**config.mk**
```make
export PLATFORM = sky130hd
export DESIGN_NAME = io_seg_display_flat
export DESIGN_NICKNAME = d
export VERILOG_FILES = /design/src/rtl/io_seg_display_if.sv /design/src/rtl/io_seg_display.sv /design/src/flat_wrapper.sv
export SDC_FILE = /design/constraint.sdc
export NUM_CORES = 1
export LEC_CHECK = 0
export BUFFER_PORTS_ARGS = -buffer_cell sky130_fd_sc_hd__buf_2
export CORE_MARGIN = 1.5
export CORE_UTILIZATION = 57
export CTS_CLUSTER_SIZE = 16
export DETAILED_ROUTE_END_ITERATION = 10
export GPL_ROUTABILITY_DRIVEN = 1
export PLACE_DENSITY_LB_ADDON = 0.05
export SLEW_MARGIN = 20
export SYNTH_ARGS = -nofsm -noshare
export SYNTH_HDL_FRONTEND = slang
export SYNTH_SLANG_ARGS = --single-unit
```
**constraint.sdc**
```tcl
create_clock -name clock -period 2.4 [get_ports clock]
set_input_delay 0.48 -clock clock [delete_from_list [all_inputs] [get_ports clock]]
set_output_delay 0.48 -clock clock [all_outputs]
set_load 0.02 [all_outputs]
```
**src/rtl/io_seg_display_if.sv**
```systemverilog
// Port bundle for the 8-digit seven-segment display block:
// CPU output-port values in, multiplexed segment/anode/dp drive out.
interface io_seg_display_if;
    logic [31:0] out_port0;
    logic [31:0] out_port1;
    logic [6:0]  seg_n;
    logic [7:0]  an_n;
    logic        dp_n;

    modport master (
        output out_port0,
        output out_port1,
        input  seg_n,
        input  an_n,
        input  dp_n
    );

    modport slave (
        input  out_port0,
        input  out_port1,
        output seg_n,
        output an_n,
        output dp_n
    );
endinterface

```
**src/rtl/io_seg_display.sv**
```systemverilog
// Two 16-bit CPU ports shown as two 4-digit decimal groups on a
// multiplexed 8-digit display; one shared serial double-dabble converter.
module io_seg_display #(
    parameter int SCAN_DIV = 50000,
    parameter bit BLANK_LZ = 1'b1
) (
    input logic             clock,
    input logic             reset,
    io_seg_display_if.slave bus
);
    localparam int PW = (SCAN_DIV > 1) ? $clog2(SCAN_DIV) : 1;

    typedef enum logic [1:0] {
        LOAD,
        SHIFT,
        STORE
    } state_t;

    state_t        state;
    state_t        state_nx;
    logic [3:0]    cnt;
    logic [13:0]   opnd;
    logic [15:0]   acc;
    logic [15:0]   adj;
    logic          ovf_cur;
    logic          sel;
    logic [15:0]   port_v;
    logic [15:0]   bcd0;
    logic [15:0]   bcd1;
    logic          ovf0;
    logic          ovf1;
    logic [PW-1:0] pres;
    logic [2:0]    idx;
    logic [15:0]   grp;
    logic          grp_ovf;
    logic [3:0]    digit;
    logic          blank;
    logic [6:0]    seg_q;
    logic [7:0]    an_q;
    logic          dp_q;
    logic          unused_hi;

    // Only the low halfword of each port is displayed.
    assign unused_hi = ^{bus.out_port0[31:16], bus.out_port1[31:16]};

    assign bus.seg_n = seg_q;
    assign bus.an_n  = an_q;
    assign bus.dp_n  = dp_q;

    function automatic logic [6:0] seg_of(input logic [3:0] d);
        case (d)
            4'd0:    seg_of = 7'b1000000;
            4'd1:    seg_of = 7'b1111001;
            4'd2:    seg_of = 7'b0100100;
            4'd3:    seg_of = 7'b0110000;
            4'd4:    seg_of = 7'b0011001;
            4'd5:    seg_of = 7'b0010010;
            4'd6:    seg_of = 7'b0000010;
            4'd7:    seg_of = 7'b1111000;
            4'd8:    seg_of = 7'b0000000;
            4'd9:    seg_of = 7'b0010000;
            default: seg_of = 7'b1111111;
        endcase
    endfunction

    always_comb begin
        port_v = sel ? bus.out_port1[15:0] : bus.out_port0[15:0];
    end

    always_comb begin
        adj = acc;
        for (int n = 0; n < 4; n++) begin
            if (acc[4*n +: 4] >= 4'd5) begin
                adj[4*n +: 4] = acc[4*n +: 4] + 4'd3;
            end
        end
    end

    always_ff @(posedge clock) begin
        if (reset) begin
            state <= LOAD;
        end else begin
            state <= state_nx;
        end
    end

    always_comb begin
        state_nx = state;
        unique case (state)
            LOAD:    state_nx = SHIFT;
            SHIFT:   if (cnt == 4'd13) state_nx = STORE;
            STORE:   state_nx = LOAD;
            default: state_nx = LOAD;
        endcase
    end

    always_ff @(posedge clock) begin
        if (reset) begin
            cnt     <= '0;
            opnd    <= '0;
            acc     <= '0;
            ovf_cur <= 1'b0;
            sel     <= 1'b0;
            bcd0    <= '0;
            bcd1    <= '0;
            ovf0    <= 1'b0;
            ovf1    <= 1'b0;
        end else begin
            unique case (state)
                LOAD: begin
                    cnt     <= '0;
                    acc     <= '0;
                    ovf_cur <= (port_v > 16'd9999);
                    opnd    <= (port_v > 16'd9999) ? 14'd9999 : port_v[13:0];
                end
                SHIFT: begin
                    {acc, opnd} <= {adj[14:0], opnd, 1'b0};
                    cnt         <= cnt + 4'd1;
                end
                STORE: begin
                    if (sel) begin
                        bcd1 <= acc;
                        ovf1 <= ovf_cur;
                    end else begin
                        bcd0 <= acc;
                        ovf0 <= ovf_cur;
                    end
                    sel <= ~sel;
                end
                default: ;
            endcase
        end
    end

    always_ff @(posedge clock) begin
        if (reset) begin
            pres <= '0;
            idx  <= '0;
        end else if (pres == PW'(SCAN_DIV - 1)) begin
            pres <= '0;
            idx  <= idx + 3'd1;
        end else begin
            pres <= pres + 1'b1;
        end
    end

    always_comb begin
        grp     = idx[2] ? bcd1 : bcd0;
        grp_ovf = idx[2] ? ovf1 : ovf0;
        digit   = grp[{idx[1:0], 2'b00} +: 4];
        blank   = 1'b0;
        case (idx[1:0])
            2'd1:    blank = (grp[15:4] == 12'd0);
            2'd2:    blank = (grp[15:8] == 8'd0);
            2'd3:    blank = (grp[15:12] == 4'd0);
            default: blank = 1'b0;
        endcase
        blank = blank & BLANK_LZ;
    end

    always_ff @(posedge clock) begin
        if (reset) begin
            an_q  <= 8'b1111_1110;
            seg_q <= 7'b1000000;
            dp_q  <= 1'b1;
        end else begin
            an_q  <= ~(8'b1 << idx);
            seg_q <= blank ? 7'b1111111 : seg_of(digit);
            dp_q  <= ~((idx[1:0] == 2'd3) & grp_ovf);
        end
    end
endmodule
```
**src/flat_wrapper.sv**
```systemverilog
// flat-port wrapper written by rule: the top's interface ports become plain ports
module io_seg_display_flat 
#(
    parameter int SCAN_DIV = 50000,
    parameter bit BLANK_LZ = 1'b1
)
  (clock, reset, bus_out_port0, bus_out_port1, bus_seg_n, bus_an_n, bus_dp_n);
  io_seg_display_if bus_i ();
  input logic clock;
  input logic reset;
  input wire logic [$bits(bus_i.out_port0)-1:0] bus_out_port0;
  input wire logic [$bits(bus_i.out_port1)-1:0] bus_out_port1;
  output wire logic [$bits(bus_i.seg_n)-1:0] bus_seg_n;
  output wire logic [$bits(bus_i.an_n)-1:0] bus_an_n;
  output wire logic [$bits(bus_i.dp_n)-1:0] bus_dp_n;
  assign bus_i.out_port0 = bus_out_port0;
  assign bus_i.out_port1 = bus_out_port1;
  assign bus_seg_n = bus_i.seg_n;
  assign bus_an_n = bus_i.an_n;
  assign bus_dp_n = bus_i.dp_n;
  io_seg_display #(.SCAN_DIV(SCAN_DIV), .BLANK_LZ(BLANK_LZ)) u_core (.clock(clock), .reset(reset), .bus(bus_i));
endmodule
```
==> results of run 1 <==
cell type report:
| type | count | area share [%] |
|---|---|---|
| Sequential cell | 107 | 37.71 |
| Inverter | 22 | 1.453 |
| Tap cell | 108 | 2.378 |
| Clock inverter | 6 | 0.8366 |
| Multi-Input combinational cell | 430 | 49.05 |
| Timing Repair Buffer | 63 | 6.385 |
| Clock buffer | 9 | 2.180 |
power groups by stage:
stage / clock, uW / sequential (uW) / combinational, uW
floorplan: 0 / 1850 / 91.9
global placement: 0 / 1850 / 142
detailed placement: 0 / 1850 / 145
CTS: 1040 / 1810 / 146
global route: 1110 / 1810 / 165
finish: 1010 / 1810 / 145
worst max-delay path by stage:
stage	from	endpoint	slack [ns]	cells past startpoint
detailed placement	u_core.idx[0]	u_core.bus.seg_n[6]	0.16	7
floorplan	u_core.idx[1]	u_core.bus.seg_n[6]	0.18	8
global route	u_core.idx[1]	u_core.bus.seg_n[6]	0.06	7
global placement	u_core.idx[0]	u_core.bus.seg_n[6]	0.19	7
finish	u_core.idx[1]	u_core.bus.seg_n[6]	0.17	7
CTS	u_core.idx[0]	u_core.bus.seg_n[6]	0.13	7
flip-flops by register name, summed over array words and instances, names as in the netlist, 2 cells and up:
signal            flops
u_core.cnt            4
u_core.idx            3
u_core.pres          16
u_core.acc           16
u_core.opnd          14
u_core.bus.seg_n      7
u_core.bcd1          16
u_core.bus.an_n       8
u_core.state          2
u_core.bcd0          16
routing by layer:
| layer | global-route usage, % | up-vias | share of wire [%] |
|---|---|---|---|
| met5 | 0 | - | 0 |
| met4 | 8.126 | 0 | 1.9 |
| met3 | 3.006 | 15 | 2.3 |
| met2 | 37.98 | 65 | 48 |
| met1 | 30.00 | 1974 | 48 |
| li1 | - | 2146 | - |
per-stage QoR:
step                total power [uW]  area (um^2)  hold slack [ns]  std cells  utilization [%]
finish                          2963         5683           0.4579        745            64.85
CTS                             2991         5682           0.4620        745            64.83
floorplan                       1938         5161           0.4179        594                -
detailed placement              1996         5510           0.4426        730            62.88
global route                    3089         5683           0.4780        745            64.85
global placement                1992         5508           0.4288        730            62.85
logic make-up after synthesis:
logic type,count (synthesis),synth area share [%]
flip-flops,107,41.50
multiplexers,33,9.600
XOR/XNOR,18,3.055
adder cells (fa/ha/maj),23,5.576
buffers and inverters,57,4.533
AO/OA/AOI/OAI,127,15.20
AND/OR/NAND/NOR,229,20.53
cells in the final DEF (no fill, tap or decap), types with 6 or more instances in the layout:
| cell type | netlist | routed |
|---|---|---|
| sky130_fd_sc_hd__inv_1 | 21 | 21 |
| sky130_fd_sc_hd__or4_1 | 9 | 9 |
| sky130_fd_sc_hd__nand3_1 | 14 | 14 |
| sky130_fd_sc_hd__nand2b_1 | 8 | 8 |
| sky130_fd_sc_hd__o21ai_0 | 10 | 10 |
| sky130_fd_sc_hd__o31ai_1 | 7 | 7 |
| sky130_fd_sc_hd__xnor2_1 | 11 | 11 |
| sky130_fd_sc_hd__xor2_1 | 7 | 7 |
| sky130_fd_sc_hd__o211ai_1 | 6 | 6 |
| sky130_fd_sc_hd__clkbuf_8 | 0 | 9 |
| sky130_fd_sc_hd__ha_1 | 23 | 23 |
| sky130_fd_sc_hd__mux2_2 | 6 | 6 |
| sky130_fd_sc_hd__a21oi_1 | 83 | 83 |
| sky130_fd_sc_hd__and3_1 | 16 | 16 |
| sky130_fd_sc_hd__nand2_1 | 101 | 101 |
| sky130_fd_sc_hd__nor3_1 | 10 | 10 |
| sky130_fd_sc_hd__nor2_1 | 46 | 45 |
| sky130_fd_sc_hd__buf_2 | 7 | 49 |
| sky130_fd_sc_hd__dfxtp_1 | 107 | 106 |
| sky130_fd_sc_hd__mux2i_1 | 15 | 15 |
| sky130_fd_sc_hd__buf_4 | 1 | 13 |
worst reg2reg max path, cell delays in order (launching register included):
cell                      delay, ns
sky130_fd_sc_hd__dfxtp_1       0.52
sky130_fd_sc_hd__mux4_2        0.55
sky130_fd_sc_hd__mux2i_1       0.25
sky130_fd_sc_hd__inv_1         0.11
sky130_fd_sc_hd__ha_1          0.22
sky130_fd_sc_hd__mux2_2        0.26
sky130_fd_sc_hd__a21oi_1       0.14
sky130_fd_sc_hd__nand2_1       0.06
repair_timing:
action / in CTS / in global routing
resized for setup: 0 / 1
hold endpoints to repair: 0 / 0
endpoints found under the setup margin: 0 / 1
==> report_table.html, run 1 <==
<table>
<tr><th>Metric</th><th>Value</th></tr>
<tr><th colspan="2">Status</th></tr>
<tr><td>Run status</td><td>finished, final reports clean</td></tr>
<tr><th colspan="2">Drt</th></tr>
<tr><td>DRC</td><td>0</td></tr>
<tr><td>Detailed-router iteration count before antenna repair</td><td>4</td></tr>
<tr><td>Total wirelength of the detailed-routed design</td><td>10.51 mm</td></tr>
<tr><td>Vias after detailed routing</td><td>4200</td></tr>
<tr><td>Final routed wire length divided by cell count</td><td>14.10 um</td></tr>
<tr><td>Detailed router's first-iteration violation count</td><td>145</td></tr>
<tr><td>Remaining number of nets flagged by the antenna check after routing</td><td>0</td></tr>
<tr><td>Avg Vias per Cell</td><td>5.638</td></tr>
<tr><th colspan="2">Die</th></tr>
<tr><td>Top-Level Pins</td><td>82</td></tr>
<tr><td>Area enclosed by the die boundary</td><td>9634 um^2</td></tr>
<tr><td>Die Y-Extent</td><td>98.16 um</td></tr>
<tr><td>Placeable core region</td><td>8763 um^2</td></tr>
<tr><td>Horizontal die dimension</td><td>98.16 um</td></tr>
<tr><td>Starting density of the core</td><td>58.89%</td></tr>
<tr><td>Row Count</td><td>34</td></tr>
<tr><th colspan="2">Clock tree</th></tr>
<tr><td>Clock tree from TritonCTS</td><td>built</td></tr>
<tr><td>Number of buffers inserted by hold repair at cts</td><td>0</td></tr>
<tr><td>Buffers inserted by post-CTS timing repair</td><td>0</td></tr>
<tr><td>Buffer depth of the longest clock path</td><td>2</td></tr>
<tr><td>Number of CTS-inserted buffers</td><td>9</td></tr>
<tr><td>Post-CTS clock slew at the launch and capture registers of the worst setup and hold paths</td><td>0.11 ns</td></tr>
<tr><td>CTS root buf</td><td>sky130_fd_sc_hd__clkbuf_8</td></tr>
<tr><td>CTS HTree Levels</td><td>3</td></tr>
<tr><td>Clock sink count</td><td>107</td></tr>
<tr><td>Clock latency on the worst-skew pair</td><td>0.37 ns</td></tr>
<tr><th colspan="2">Setup path</th></tr>
<tr><td>Number of buffer and inverter instances along the worst setup path</td><td>1</td></tr>
<tr><td>CP arrival</td><td>2.48 ns</td></tr>
<tr><td>FF-to-FF setup slack</td><td>0.17 ns</td></tr>
<tr><td>Largest incremental delay on the critical path</td><td>0.55 ns</td></tr>
<tr><td>Kind of cell with the highest combined delay on the critical path</td><td>multiplexers</td></tr>
<tr><td>Worst path slowest cell</td><td>sky130_fd_sc_hd__mux4_2</td></tr>
<tr><td>Cells on worst reg2reg path</td><td>7</td></tr>
<tr><td>Startpoint of the most critical register-to-register path</td><td>u_core.idx[1]</td></tr>
<tr><td>Critical path class</td><td>reg -&gt; reg</td></tr>
<tr><td>CP startpoint kind</td><td>flip-flop</td></tr>
<tr><td>Biggest fanout along the worst timing path</td><td>7</td></tr>
<tr><td>Required @ worst endpoint</td><td>2.65 ns</td></tr>
<tr><td>Critical register-to-register path endpoint</td><td>u_core.bus.seg_n[6]</td></tr>
<tr><td>Cell-by-cell listing of the critical path</td><td>mux4_2 -&gt; mux2i_1 -&gt; inv_1 -&gt; ha_1 -&gt; mux2_2 -&gt; a21oi_1 -&gt; nand2_1</td></tr>
<tr><td>Worst setup EP type</td><td>flip-flop</td></tr>
<tr><th colspan="2">Synthesis</th></tr>
<tr><td>EDFF count, synth</td><td>0</td></tr>
<tr><td>Most used standard cell by instance count after synthesis</td><td>sky130_fd_sc_hd__dfxtp_1</td></tr>
<tr><td>Biggest area consumer among synthesized cells</td><td>sky130_fd_sc_hd__dfxtp_1</td></tr>
<tr><td>Cell types with the largest area share after synthesis</td><td>sky130_fd_sc_hd__dfxtp_1, sky130_fd_sc_hd__a21oi_1, sky130_fd_sc_hd__nand2_1</td></tr>
<tr><td>Net count after synthesis</td><td>683</td></tr>
<tr><td>Seq/Total Area, Yosys</td><td>41.50%</td></tr>
<tr><td>Warning count from the yosys run</td><td>0</td></tr>
<tr><td>Number of distinct library cells after synthesis</td><td>49</td></tr>
<tr><td>Netlist Area Pre-Place</td><td>5161 um^2</td></tr>
<tr><td>Top cell type's share of synthesized area</td><td>41.50%</td></tr>
<tr><td>Proportion of synthesized flip-flops having asynchronous set or reset</td><td>0%</td></tr>
<tr><td>Syn Area/Cell</td><td>8.689 um^2</td></tr>
<tr><td>Synthesized netlist cell count</td><td>594</td></tr>
<tr><td>Number of register bits inferred by synthesis</td><td>107</td></tr>
<tr><td>Ranking of synthesized cells by instance count</td><td>sky130_fd_sc_hd__dfxtp_1, sky130_fd_sc_hd__nand2_1, sky130_fd_sc_hd__a21oi_1</td></tr>
<tr><td>Most frequently used flop master after synthesis</td><td>sky130_fd_sc_hd__dfxtp_1</td></tr>
<tr><th colspan="2">Min path</th></tr>
<tr><td>Startpoint of the lowest-slack hold path</td><td>u_core.pres[0]</td></tr>
<tr><td>Worst min-delay path endpoint</td><td>u_core.pres[0]</td></tr>
<tr><td>Worst min-delay path category</td><td>reg -&gt; reg</td></tr>
<tr><td>Number of cells traversed by the worst hold path</td><td>1</td></tr>
<tr><th colspan="2">Power</th></tr>
<tr><td>Net switching fraction of the power</td><td>24.28%</td></tr>
<tr><td>Power density normalized to cell area</td><td>521.3 nW/um^2</td></tr>
<tr><td>Share of total power in sequential cells</td><td>61.1%</td></tr>
<tr><td>Sw Pwr</td><td>719.3 uW</td></tr>
<tr><td>IR Drop Worst-Case VDD</td><td>0.3340 mV</td></tr>
<tr><td>Logic gate share of total power</td><td>4.9%</td></tr>
<tr><td>Static power due to leakage</td><td>0.002164 uW</td></tr>
<tr><td>Portion of total power attributed to the clock network</td><td>34.0%</td></tr>
<tr><td>Internal power consumption</td><td>2243 uW</td></tr>
<tr><th colspan="2">Timing</th></tr>
<tr><td>Time the final worst path needs with I/O delays and setup</td><td>2.227 ns</td></tr>
<tr><td>Max-slew violations</td><td>0</td></tr>
<tr><td>Min setup slack post-route</td><td>0.1726 ns</td></tr>
<tr><td>Rel. slew slack</td><td>48.92%</td></tr>
<tr><td>Fraction of the cycle the final worst path needs</td><td>92.81%</td></tr>
<tr><td>Setup repair after global routing missed its margin</td><td>no</td></tr>
<tr><td>Actual slew at the worst max-slew pin</td><td>0.7654 ns</td></tr>
<tr><td>Final-layout setup total negative slack</td><td>0 ns</td></tr>
<tr><td>Final worst clock skew</td><td>0.01528 ns</td></tr>
<tr><td>Max Fclk</td><td>448.9 MHz</td></tr>
<tr><td># setup viols final</td><td>0</td></tr>
<tr><td>Hold Violations, Final</td><td>0</td></tr>
<tr><th colspan="2">Placed design</th></tr>
<tr><td>Routability-driven placement congestion ratio</td><td>0.8788</td></tr>
<tr><td>Input/output buffers</td><td>49</td></tr>
<tr><td>Worst setup slack after placement</td><td>0.1627 ns</td></tr>
<tr><td>Placed wire-length estimate</td><td>7.428 mm</td></tr>
<tr><th colspan="2">Global routing</th></tr>
<tr><td>Initial antenna violation count</td><td>0</td></tr>
<tr><td>Global-route wire length before repair</td><td>17.97 mm</td></tr>
<tr><td>Grt total ovfl</td><td>0</td></tr>
<tr><td>Pin count of the biggest net entering global routing</td><td>73</td></tr>
<tr><td>Via count of the first global-routing pass</td><td>3886</td></tr>
<tr><td>Global-route usage over all layers</td><td>22.61%</td></tr>
<tr><th colspan="2">Layout</th></tr>
<tr><td>Share of cells above drive strength 1</td><td>16.01%</td></tr>
<tr><td>Count of filler cells inserted in the layout</td><td>767</td></tr>
<tr><td>Antenna diode count</td><td>0</td></tr>
<tr><td>Layout overhead on the synthesized area</td><td>10.11%</td></tr>
<tr><td>Final layout net count</td><td>722</td></tr>
<tr><td>Multi-input gate area</td><td>2788 um^2</td></tr>
<tr><td>Reg area</td><td>2143 um^2</td></tr>
<tr><th colspan="2">Flow run</th></tr>
<tr><td>Max cap viols</td><td>0</td></tr>
</table>
No activity file was read; power rests on OpenSTA's default activity.
==> run 2: changes to the inputs <==
Settings changed: CORE_UTILIZATION 57 to 51, HOLD_SLACK_MARGIN set to 0.05.
Clock period 2.4 ns to 2 ns, I/O delays scaled along.
==> run 2 against run 1 <==
Clock skew decreased by 0.0061 ns. Register-to-register slack lost 0.09 ns. Sequential share of layout area is 1.0 points lower. Largest power group unchanged. Wire length rose by 3.9%. Die area increased by 11%. Maximum frequency is 16% higher. Highest routed layer unchanged.
==> report_table.html, run 2 (synthesized netlist as in run 1, its figures left out) <==
<table>
<tr><th>Metric</th><th>Value</th></tr>
<tr><th colspan="2">Status</th></tr>
<tr><td>Run status</td><td>finished, final reports clean</td></tr>
<tr><th colspan="2">Min path</th></tr>
<tr><td>Startpoint of the lowest-slack hold path</td><td>bus_out_port1[1]</td></tr>
<tr><td>Worst min-delay path category</td><td>in -&gt; reg</td></tr>
<tr><td>Number of cells traversed by the worst hold path</td><td>4 (+3)</td></tr>
<tr><td>Worst min-delay path endpoint</td><td>u_core.opnd[1]</td></tr>
<tr><th colspan="2">Drt</th></tr>
<tr><td>Vias after detailed routing</td><td>4218 (+0.43%)</td></tr>
<tr><td>Avg Vias per Cell</td><td>5.360 (-4.9%)</td></tr>
<tr><td>Detailed router's first-iteration violation count</td><td>159 (+9.7%)</td></tr>
<tr><td>Detailed-router iteration count before antenna repair</td><td>5 (+1)</td></tr>
<tr><td>Total wirelength of the detailed-routed design</td><td>10.92 mm (+3.9%)</td></tr>
<tr><td>DRC</td><td>0 (unchanged)</td></tr>
<tr><td>Final routed wire length divided by cell count</td><td>13.87 um (-1.6%)</td></tr>
<tr><td>Remaining number of nets flagged by the antenna check after routing</td><td>0 (unchanged)</td></tr>
<tr><th colspan="2">Global routing</th></tr>
<tr><td>Grt total ovfl</td><td>0 (unchanged)</td></tr>
<tr><td>Global-route usage over all layers</td><td>21.05% (-1.6 points)</td></tr>
<tr><td>Pin count of the biggest net entering global routing</td><td>39 (-47%)</td></tr>
<tr><td>Global-route wire length before repair</td><td>18.83 mm (+4.8%)</td></tr>
<tr><td>Initial antenna violation count</td><td>0 (unchanged)</td></tr>
<tr><td>Via count of the first global-routing pass</td><td>4145 (+6.7%)</td></tr>
<tr><th colspan="2">Timing</th></tr>
<tr><td>Time the final worst path needs with I/O delays and setup</td><td>1.922 ns (-0.3052 ns)</td></tr>
<tr><td>Final worst clock skew</td><td>0.009135 ns (-0.006145 ns)</td></tr>
<tr><td>Final hold slack</td><td>0.4381 ns (-0.01985 ns)</td></tr>
<tr><td>Rel. slew slack</td><td>42.45% (-6.5 points)</td></tr>
<tr><td>Actual slew at the worst max-slew pin</td><td>0.8601 ns (+0.09468 ns)</td></tr>
<tr><td>Fraction of the cycle the final worst path needs</td><td>96.11% (+3.3 points)</td></tr>
<tr><td>Max Fclk</td><td>520.2 MHz (+16%)</td></tr>
<tr><td>Hold Violations, Final</td><td>0 (unchanged)</td></tr>
<tr><td># setup viols final</td><td>0 (unchanged)</td></tr>
<tr><td>Max-slew violations</td><td>0 (unchanged)</td></tr>
<tr><td>Final-layout setup total negative slack</td><td>0 ns (unchanged)</td></tr>
<tr><td>Setup repair after global routing missed its margin</td><td>no</td></tr>
<tr><th colspan="2">Die</th></tr>
<tr><td>Top-Level Pins</td><td>82 (unchanged)</td></tr>
<tr><td>Area enclosed by the die boundary</td><td>10730 um^2 (+11%)</td></tr>
<tr><td>Horizontal die dimension</td><td>103.6 um (+5.5%)</td></tr>
<tr><td>Placeable core region</td><td>9774 um^2 (+12%)</td></tr>
<tr><td>Row Count</td><td>36 (+5.9%)</td></tr>
<tr><td>Die Y-Extent</td><td>103.6 um (+5.5%)</td></tr>
<tr><td>Starting density of the core</td><td>52.80% (-6.1 points)</td></tr>
<tr><th colspan="2">Setup path</th></tr>
<tr><td>Worst setup EP type</td><td>flip-flop</td></tr>
<tr><td>FF-to-FF setup slack</td><td>0.08 ns (-0.09 ns)</td></tr>
<tr><td>Largest incremental delay on the critical path</td><td>0.53 ns (-0.02 ns)</td></tr>
<tr><td>Cell-by-cell listing of the critical path</td><td>mux4_2 -&gt; mux2i_4 -&gt; inv_1 -&gt; ha_2 -&gt; mux2_2 -&gt; a21oi_1 -&gt; nand2_1</td></tr>
<tr><td>Biggest fanout along the worst timing path</td><td>4 (-3)</td></tr>
<tr><td>Startpoint of the most critical register-to-register path</td><td>u_core.idx[1]</td></tr>
<tr><td>Required @ worst endpoint</td><td>2.25 ns (-0.40 ns)</td></tr>
<tr><td>Critical path class</td><td>reg -&gt; reg</td></tr>
<tr><td>CP arrival</td><td>2.17 ns (-0.31 ns)</td></tr>
<tr><td>Critical register-to-register path endpoint</td><td>u_core.bus.seg_n[6]</td></tr>
<tr><td>Worst path slowest cell</td><td>sky130_fd_sc_hd__mux4_2</td></tr>
<tr><td>CP startpoint kind</td><td>flip-flop</td></tr>
<tr><td>Cells on worst reg2reg path</td><td>7 (unchanged)</td></tr>
<tr><th colspan="2">Clock tree</th></tr>
<tr><td>Buffer depth of the longest clock path</td><td>2 (unchanged)</td></tr>
<tr><td>Post-CTS clock slew at the launch and capture registers of the worst setup and hold paths</td><td>0.09 ns (-0.02 ns)</td></tr>
<tr><td>CTS HTree Levels</td><td>3 (unchanged)</td></tr>
<tr><td>Clock latency on the worst-skew pair</td><td>0.36 ns (about the same)</td></tr>
<tr><td>Clock tree from TritonCTS</td><td>built</td></tr>
<tr><td>Number of CTS-inserted buffers</td><td>9 (unchanged)</td></tr>
<tr><td>Clock sink count</td><td>107 (unchanged)</td></tr>
<tr><td>CTS root buf</td><td>sky130_fd_sc_hd__clkbuf_8</td></tr>
<tr><th colspan="2">Placed design</th></tr>
<tr><td>Placed wire-length estimate</td><td>7.919 mm (+6.6%)</td></tr>
<tr><td>Routability-driven placement congestion ratio</td><td>0.8382 (-4.6%)</td></tr>
<tr><td>Standard cell area after detailed placement</td><td>5662 um^2 (+2.7%)</td></tr>
<tr><td>Input/output buffers</td><td>49 (unchanged)</td></tr>
<tr><th colspan="2">Layout</th></tr>
<tr><td>Count of filler cells inserted in the layout</td><td>896 (+17%)</td></tr>
<tr><td>Antenna diode count</td><td>0 (unchanged)</td></tr>
<tr><td>Multi-input gate area</td><td>2793 um^2 (+0.18%)</td></tr>
<tr><td>Most frequent cells in the layout</td><td>sky130_fd_sc_hd__dfxtp_1, sky130_fd_sc_hd__nand2_1, sky130_fd_sc_hd__a21oi_1</td></tr>
<tr><td>Most common cell after layout, fill and taps aside</td><td>sky130_fd_sc_hd__dfxtp_1</td></tr>
<tr><td>Layout overhead on the synthesized area</td><td>13.62%</td></tr>
<tr><td>Final layout net count</td><td>739 (+2.4%)</td></tr>
<tr><td>Share of cells above drive strength 1</td><td>18.96% (+2.9 points)</td></tr>
<tr><td>Reg area</td><td>2151 um^2 (+0.35%)</td></tr>
<tr><td>Post-route cell area</td><td>5864 um^2 (+3.2%)</td></tr>
<tr><th colspan="2">Flow run</th></tr>
<tr><td>Max cap viols</td><td>0 (unchanged)</td></tr>
<tr><th colspan="2">Power</th></tr>
<tr><td>Static power due to leakage</td><td>0.002235 uW (+3.3%)</td></tr>
<tr><td>IR Drop Worst-Case VDD</td><td>0.4947 mV (+48%)</td></tr>
<tr><td>Power consumption</td><td>3614 uW (+22%)</td></tr>
<tr><td>Power density normalized to cell area</td><td>616.3 nW/um^2 (+18%)</td></tr>
</table>
==> run 2: what timing repair did <==
action | CTS | global route
setup buffers | 0 | 2
gates resized for setup | 0 | 3
endpoints found under the setup margin | 0 | 5
hold buffers | 0 | 0
==> run 2: area by class of cell <==
type	instances	area share, %
Clock inverter	5	0.9174
Sequential cell	107	36.68
Multi-Input combinational cell	430	47.62
Tap cell	133	2.838
Inverter	22	1.408
Timing Repair Buffer	80	8.364
Clock buffer	10	2.176
==> run 2: how the worst max path moves through the flow <==
stage                              from             endpoint  slack [ns]  cells after the start
after floorplan           u_core.idx[1]  u_core.bus.seg_n[6]       0.004                      8
after global placement    u_core.idx[0]  u_core.bus.seg_n[6]        0.05                      5
after detailed placement  u_core.idx[0]  u_core.bus.seg_n[6]        0.02                      5
after CTS                 u_core.idx[0]  u_core.bus.seg_n[6]       0.009                      5
after global routing      u_core.idx[0]  u_core.bus.seg_n[4]        0.01                      7
final                     u_core.idx[1]  u_core.bus.seg_n[6]        0.08                      7
==> run 2: critical path, delay by kind of cell (launching register included) <==
kind	cells	cell delay (ns)
AO/OA/AOI/OAI	1	0.14
multiplexers	3	0.95
buffers and inverters	1	0.09
adder cells (fa/ha/maj)	1	0.19
AND/OR/NAND/NOR	1	0.06
flip-flops	1	0.39
==> run 2: through the flow <==
step                util, %  cells  setup WS [ns]
finish                60.00    787        0.07775
global route          60.00    787        0.01137
CTS                   59.78    785       0.008596
detailed placement    57.92    770        0.02200
global placement      57.92    770        0.04545
floorplan                 -    594       0.003645
==> run 2: metal layers <==
metal  vias up  track usage [%]  wire (um)
met3         6            4.091        299
li1       2183                -          -
met1      1977            26.18       5076
met2        52            37.71       5458
met5         -                0          0
met4         0            4.663         84
==> run 2: where the power goes <==
part / switching (uW) / internal [uW] / leakage, uW
logic: 102 / 81.6 / 0.00127
registers: 16.4 / 2150 / 0.000868
clock network: 691 / 572 / 0.0000963
total: 809 / 2800 / 0.00223
==> run 3: changes to the inputs <==
Settings changed: ABC_AREA set to 1, CORE_MARGIN 1.5 to unset, CORE_UTILIZATION 51 to 52.
==> run 3 against run 2 <==
Die area increased by 0.59%. Core utilization increased by 0.73 points. Synthesized area increased by 4.6%. Sequential power about the same. Clock skew decreased by 0.0033 ns. Critical path type unchanged. Worst setup slack improved by 0.11 ns. Highest routed layer unchanged. Worst hold slack got worse by 0.047 ns. Global-route usage increased by 1.6 points.
==> report_table.html, run 3 <==
<table>
<tr><th>Metric</th><th>Value</th></tr>
<tr><th colspan="2">Status</th></tr>
<tr><td>Run status</td><td>finished, final reports clean</td></tr>
<tr><th colspan="2">Setup path</th></tr>
<tr><td>Startpoint of the most critical register-to-register path</td><td>u_core.idx[2]</td></tr>
<tr><td>Critical path class</td><td>reg -&gt; reg</td></tr>
<tr><td>Required @ worst endpoint</td><td>2.26 ns (about the same)</td></tr>
<tr><td>Cells on worst reg2reg path</td><td>13 (+6)</td></tr>
<tr><td>Worst setup EP type</td><td>flip-flop</td></tr>
<tr><td>Largest incremental delay on the critical path</td><td>0.35 ns (-0.18 ns)</td></tr>
<tr><td>Worst path slowest cell</td><td>sky130_fd_sc_hd__dfxtp_2</td></tr>
<tr><td>CP startpoint kind</td><td>flip-flop</td></tr>
<tr><td>Critical register-to-register path endpoint</td><td>u_core.bus.seg_n[5]</td></tr>
<tr><td>Biggest fanout along the worst timing path</td><td>17 (+13)</td></tr>
<tr><td>CP arrival</td><td>2.07 ns (-0.10 ns)</td></tr>
<tr><td>FF-to-FF setup slack</td><td>0.19 ns (+0.11 ns)</td></tr>
<tr><td>Most common cell on crit path</td><td>sky130_fd_sc_hd__nand2_1</td></tr>
<tr><td>Cell-by-cell listing of the critical path</td><td>buf_6 -&gt; buf_4 -&gt; buf_4 -&gt; nand2_1 -&gt; nand2_1 -&gt; nand2_1 -&gt; nand3_1 -&gt; nand2_1 -&gt; inv_2 -&gt; nand2_2 -&gt; nand2_1 -&gt; nor2_1 -&gt; nor2_1</td></tr>
<tr><th colspan="2">Power</th></tr>
<tr><td>IR Drop Worst-Case VDD</td><td>0.4100 mV (-17%)</td></tr>
<tr><td>Power consumption</td><td>3754 uW (+3.9%)</td></tr>
<tr><td>Static power due to leakage</td><td>0.002541 uW (+14%)</td></tr>
<tr><td>Power density normalized to cell area</td><td>623.8 nW/um^2 (+1.2%)</td></tr>
<tr><th colspan="2">Synthesis</th></tr>
<tr><td>Biggest area consumer among synthesized cells</td><td>sky130_fd_sc_hd__dfxtp_1</td></tr>
<tr><td>Cell types with the largest area share after synthesis</td><td>sky130_fd_sc_hd__dfxtp_1, sky130_fd_sc_hd__nand2_1, sky130_fd_sc_hd__inv_1</td></tr>
<tr><td>Proportion of synthesized flip-flops having asynchronous set or reset</td><td>0% (unchanged)</td></tr>
<tr><td>Netlist Area Pre-Place</td><td>5400 um^2 (+4.6%)</td></tr>
<tr><td>Top cell type's share of synthesized area</td><td>39.67% (-1.8 points)</td></tr>
<tr><td>Warning count from the yosys run</td><td>0 (unchanged)</td></tr>
<tr><td>EDFF count, synth</td><td>0 (unchanged)</td></tr>
<tr><td>Most used standard cell by instance count after synthesis</td><td>sky130_fd_sc_hd__nand2_1</td></tr>
<tr><td>Seq/Total Area, Yosys</td><td>39.67% (-1.8 points)</td></tr>
<tr><td>Most frequently used flop master after synthesis</td><td>sky130_fd_sc_hd__dfxtp_1</td></tr>
<tr><td>Syn Area/Cell</td><td>7.143 um^2 (-18%)</td></tr>
<tr><td>Number of distinct library cells after synthesis</td><td>45 (-8.2%)</td></tr>
<tr><td>Number of register bits inferred by synthesis</td><td>107 (unchanged)</td></tr>
<tr><td>Ranking of synthesized cells by instance count</td><td>sky130_fd_sc_hd__nand2_1, sky130_fd_sc_hd__dfxtp_1, sky130_fd_sc_hd__inv_1</td></tr>
<tr><td>Net count after synthesis</td><td>845 (+24%)</td></tr>
<tr><td>Synthesized netlist cell count</td><td>756 (+27%)</td></tr>
<tr><th colspan="2">Drt</th></tr>
<tr><td>Final routed wire length divided by cell count</td><td>12.28 um (-11%)</td></tr>
<tr><td>Vias after detailed routing</td><td>4924 (+17%)</td></tr>
<tr><td>Avg Vias per Cell</td><td>5.222 (-2.6%)</td></tr>
<tr><td>Detailed router's first-iteration violation count</td><td>179 (+13%)</td></tr>
<tr><td>DRC</td><td>0 (unchanged)</td></tr>
<tr><td>Detailed-router iteration count before antenna repair</td><td>4 (-1)</td></tr>
<tr><td>Total wirelength of the detailed-routed design</td><td>11.58 mm (+6.1%)</td></tr>
<tr><td>Remaining number of nets flagged by the antenna check after routing</td><td>0 (unchanged)</td></tr>
<tr><th colspan="2">Layout</th></tr>
<tr><td>Non-filler cells, final</td><td>943 (+20%)</td></tr>
<tr><td>Antenna diode count</td><td>0 (unchanged)</td></tr>
<tr><td>Layout overhead on the synthesized area</td><td>11.45%</td></tr>
<tr><td>Final layout net count</td><td>895 (+21%)</td></tr>
<tr><td>Share of cells above drive strength 1</td><td>14.57% (-4.4 points)</td></tr>
<tr><td>Count of filler cells inserted in the layout</td><td>935 (+4.4%)</td></tr>
<tr><td>Most frequent cells in the layout</td><td>sky130_fd_sc_hd__nand2_1, sky130_fd_sc_hd__inv_1, sky130_fd_sc_hd__dfxtp_1</td></tr>
<tr><td>Most common cell after layout, fill and taps aside</td><td>sky130_fd_sc_hd__nand2_1</td></tr>
<tr><th colspan="2">Placed design</th></tr>
<tr><td>Routability-driven placement congestion ratio</td><td>0.8380 (about the same)</td></tr>
<tr><td>Input/output buffers</td><td>49 (unchanged)</td></tr>
<tr><td>Placed wire-length estimate</td><td>8.594 mm (+8.5%)</td></tr>
<tr><td>Cell total after placement</td><td>926 (+20%)</td></tr>
<tr><th colspan="2">Die</th></tr>
<tr><td>Placeable core region</td><td>9910 um^2 (+1.4%)</td></tr>
<tr><td>Row Count</td><td>36 (unchanged)</td></tr>
<tr><td>Starting density of the core</td><td>54.49% (+1.7 points)</td></tr>
<tr><td>Area enclosed by the die boundary</td><td>10800 um^2 (+0.59%)</td></tr>
<tr><td>Top-Level Pins</td><td>82 (unchanged)</td></tr>
<tr><td>Die Y-Extent</td><td>103.9 um (+0.29%)</td></tr>
<tr><td>Horizontal die dimension</td><td>103.9 um (+0.29%)</td></tr>
<tr><th colspan="2">Global routing</th></tr>
<tr><td>Grt total ovfl</td><td>0 (unchanged)</td></tr>
<tr><td>Pin count of the biggest net entering global routing</td><td>36 (-7.7%)</td></tr>
<tr><td>Global-route usage over all layers</td><td>22.62% (+1.6 points)</td></tr>
<tr><td>Initial antenna violation count</td><td>0 (unchanged)</td></tr>
<tr><td>Via count of the first global-routing pass</td><td>4709 (+14%)</td></tr>
<tr><td>Global-route wire length before repair</td><td>20.25 mm (+7.5%)</td></tr>
<tr><th colspan="2">Timing</th></tr>
<tr><td>Actual slew at the worst max-slew pin</td><td>0.6298 ns (-0.2304 ns)</td></tr>
<tr><td>Max Fclk</td><td>551.8 MHz (+6.1%)</td></tr>
<tr><td>Time the final worst path needs with I/O delays and setup</td><td>1.812 ns (-0.1100 ns)</td></tr>
<tr><td>Setup repair after global routing missed its margin</td><td>no</td></tr>
<tr><td>Final worst clock skew</td><td>0.005828 ns (-0.003307 ns)</td></tr>
<tr><td># setup viols final</td><td>0 (unchanged)</td></tr>
<tr><td>Max-slew violations</td><td>0 (unchanged)</td></tr>
<tr><td>Fraction of the cycle the final worst path needs</td><td>90.61% (-5.5 points)</td></tr>
<tr><td>Final-layout setup total negative slack</td><td>0 ns (unchanged)</td></tr>
<tr><td>Hold Violations, Final</td><td>0 (unchanged)</td></tr>
<tr><td>Rel. slew slack</td><td>57.48% (+15 points)</td></tr>
<tr><th colspan="2">Flow run</th></tr>
<tr><td>Max cap viols</td><td>0 (unchanged)</td></tr>
<tr><th colspan="2">Min path</th></tr>
<tr><td>Startpoint of the lowest-slack hold path</td><td>bus_out_port0[0]</td></tr>
<tr><td>Worst min-delay path endpoint</td><td>u_core.opnd[0]</td></tr>
<tr><td>Worst min-delay path category</td><td>in -&gt; reg</td></tr>
<tr><td>Number of cells traversed by the worst hold path</td><td>5 (+1)</td></tr>
<tr><th colspan="2">Clock tree</th></tr>
<tr><td>Buffer depth of the longest clock path</td><td>2 (unchanged)</td></tr>
<tr><td>Clock latency on the worst-skew pair</td><td>0.37 ns (about the same)</td></tr>
<tr><td>Post-CTS clock slew at the launch and capture registers of the worst setup and hold paths</td><td>0.10 ns (about the same)</td></tr>
<tr><td>CTS root buf</td><td>sky130_fd_sc_hd__clkbuf_8</td></tr>
<tr><td>Clock tree from TritonCTS</td><td>built</td></tr>
<tr><td>Number of buffers inserted by hold repair at cts</td><td>0 (unchanged)</td></tr>
<tr><td>CTS HTree Levels</td><td>3 (unchanged)</td></tr>
<tr><td>Clock sink count</td><td>107 (unchanged)</td></tr>
<tr><td>Number of CTS-inserted buffers</td><td>9 (unchanged)</td></tr>
</table>
==> run 3: how the worst max path moves through the flow <==
stage                           to  depth (start not counted)  slack, ns           from
6_report       u_core.bus.seg_n[5]                         13       0.19  u_core.idx[2]
3_5_place_dp   u_core.bus.seg_n[3]                         12       0.08  u_core.idx[2]
4_1_cts        u_core.bus.seg_n[3]                         12       0.07  u_core.idx[2]
2_1_floorplan  u_core.bus.seg_n[0]                         14       0.29  u_core.idx[2]
3_3_place_gp   u_core.bus.seg_n[3]                         12       0.14  u_core.idx[2]
5_1_grt        u_core.bus.seg_n[3]                         12       0.02  u_core.idx[2]
==> run 3: logic make-up (layout without fill, tap and decap cells) <==
family	Yosys count	count (layout)	synth area share, %
AOI/OAI and AO/OA	161	161	16.73
buffers and inverters	145	199	11.58
and+or+nand+nor	314	314	25.65
DFF	107	107	39.67
adders and majority gates	23	23	5.329
xor gates and xnor gates	3	3	0.4867
muxes	3	3	0.5561
==> run 3: final cells by class <==
cell class	count	area (um^2)	share of cell area, %
clock buffers	9	123.9	2.058
clock inverters	6	75.07	1.247
inverters	113	431.7	7.173
multi-input cells	504	2638	43.83
flip-flops and latches	107	2145	35.63
well taps	133	166.4	2.765
repair buffers	71	439.2	7.297
==> run 3: power breakdown <==
| group | leakage, uW | internal [uW] | total [uW] | switching, uW |
|---|---|---|---|---|
| sequential | 0.000868 | 2160 | 2180 | 15.9 |
| clock | 0.0000978 | 590 | 1350 | 758 |
| combinational | 0.00158 | 90.4 | 231 | 141 |
==> run 3: per-stage QoR <==
step | instance area, um^2 | setup slack, ns | util, % | hold WS (ns)
2_1_floorplan | 5400 | 0.2857 | - | 0.4178
6_report | 6018 | 0.1877 | 60.73 | 0.3906
3_5_place_dp | 5791 | 0.08384 | 58.43 | 0.4408
4_1_cts | 5989 | 0.06663 | 60.44 | 0.3712
3_3_place_gp | 5791 | 0.1437 | 58.43 | 0.4281
5_1_grt | 6018 | 0.02257 | 60.73 | 0.4233
==> run 3: worst max-delay path: cells and delay by family (launching register included) <==
family	cells	cell delay (ns)
buffers and inverters	4	0.51
AND/OR/NAND/NOR	9	0.83
flip-flops	1	0.35
==> run 3: per-layer routing <==
layer  up-vias  GRT usage [%]  part of all wire [%]
met3        16          4.010                   3.2
met2        69          39.86                    48
met4         0          7.551                   1.6
li1       2563              -                     -
met1      2276          27.76                    47
met5         -              0                     0
==> run 3: what timing repair did <==
action / CTS / global route
gates resized for setup: 0 / 7
setup buffers: 0 / 2
endpoints found under the setup margin: 0 / 12
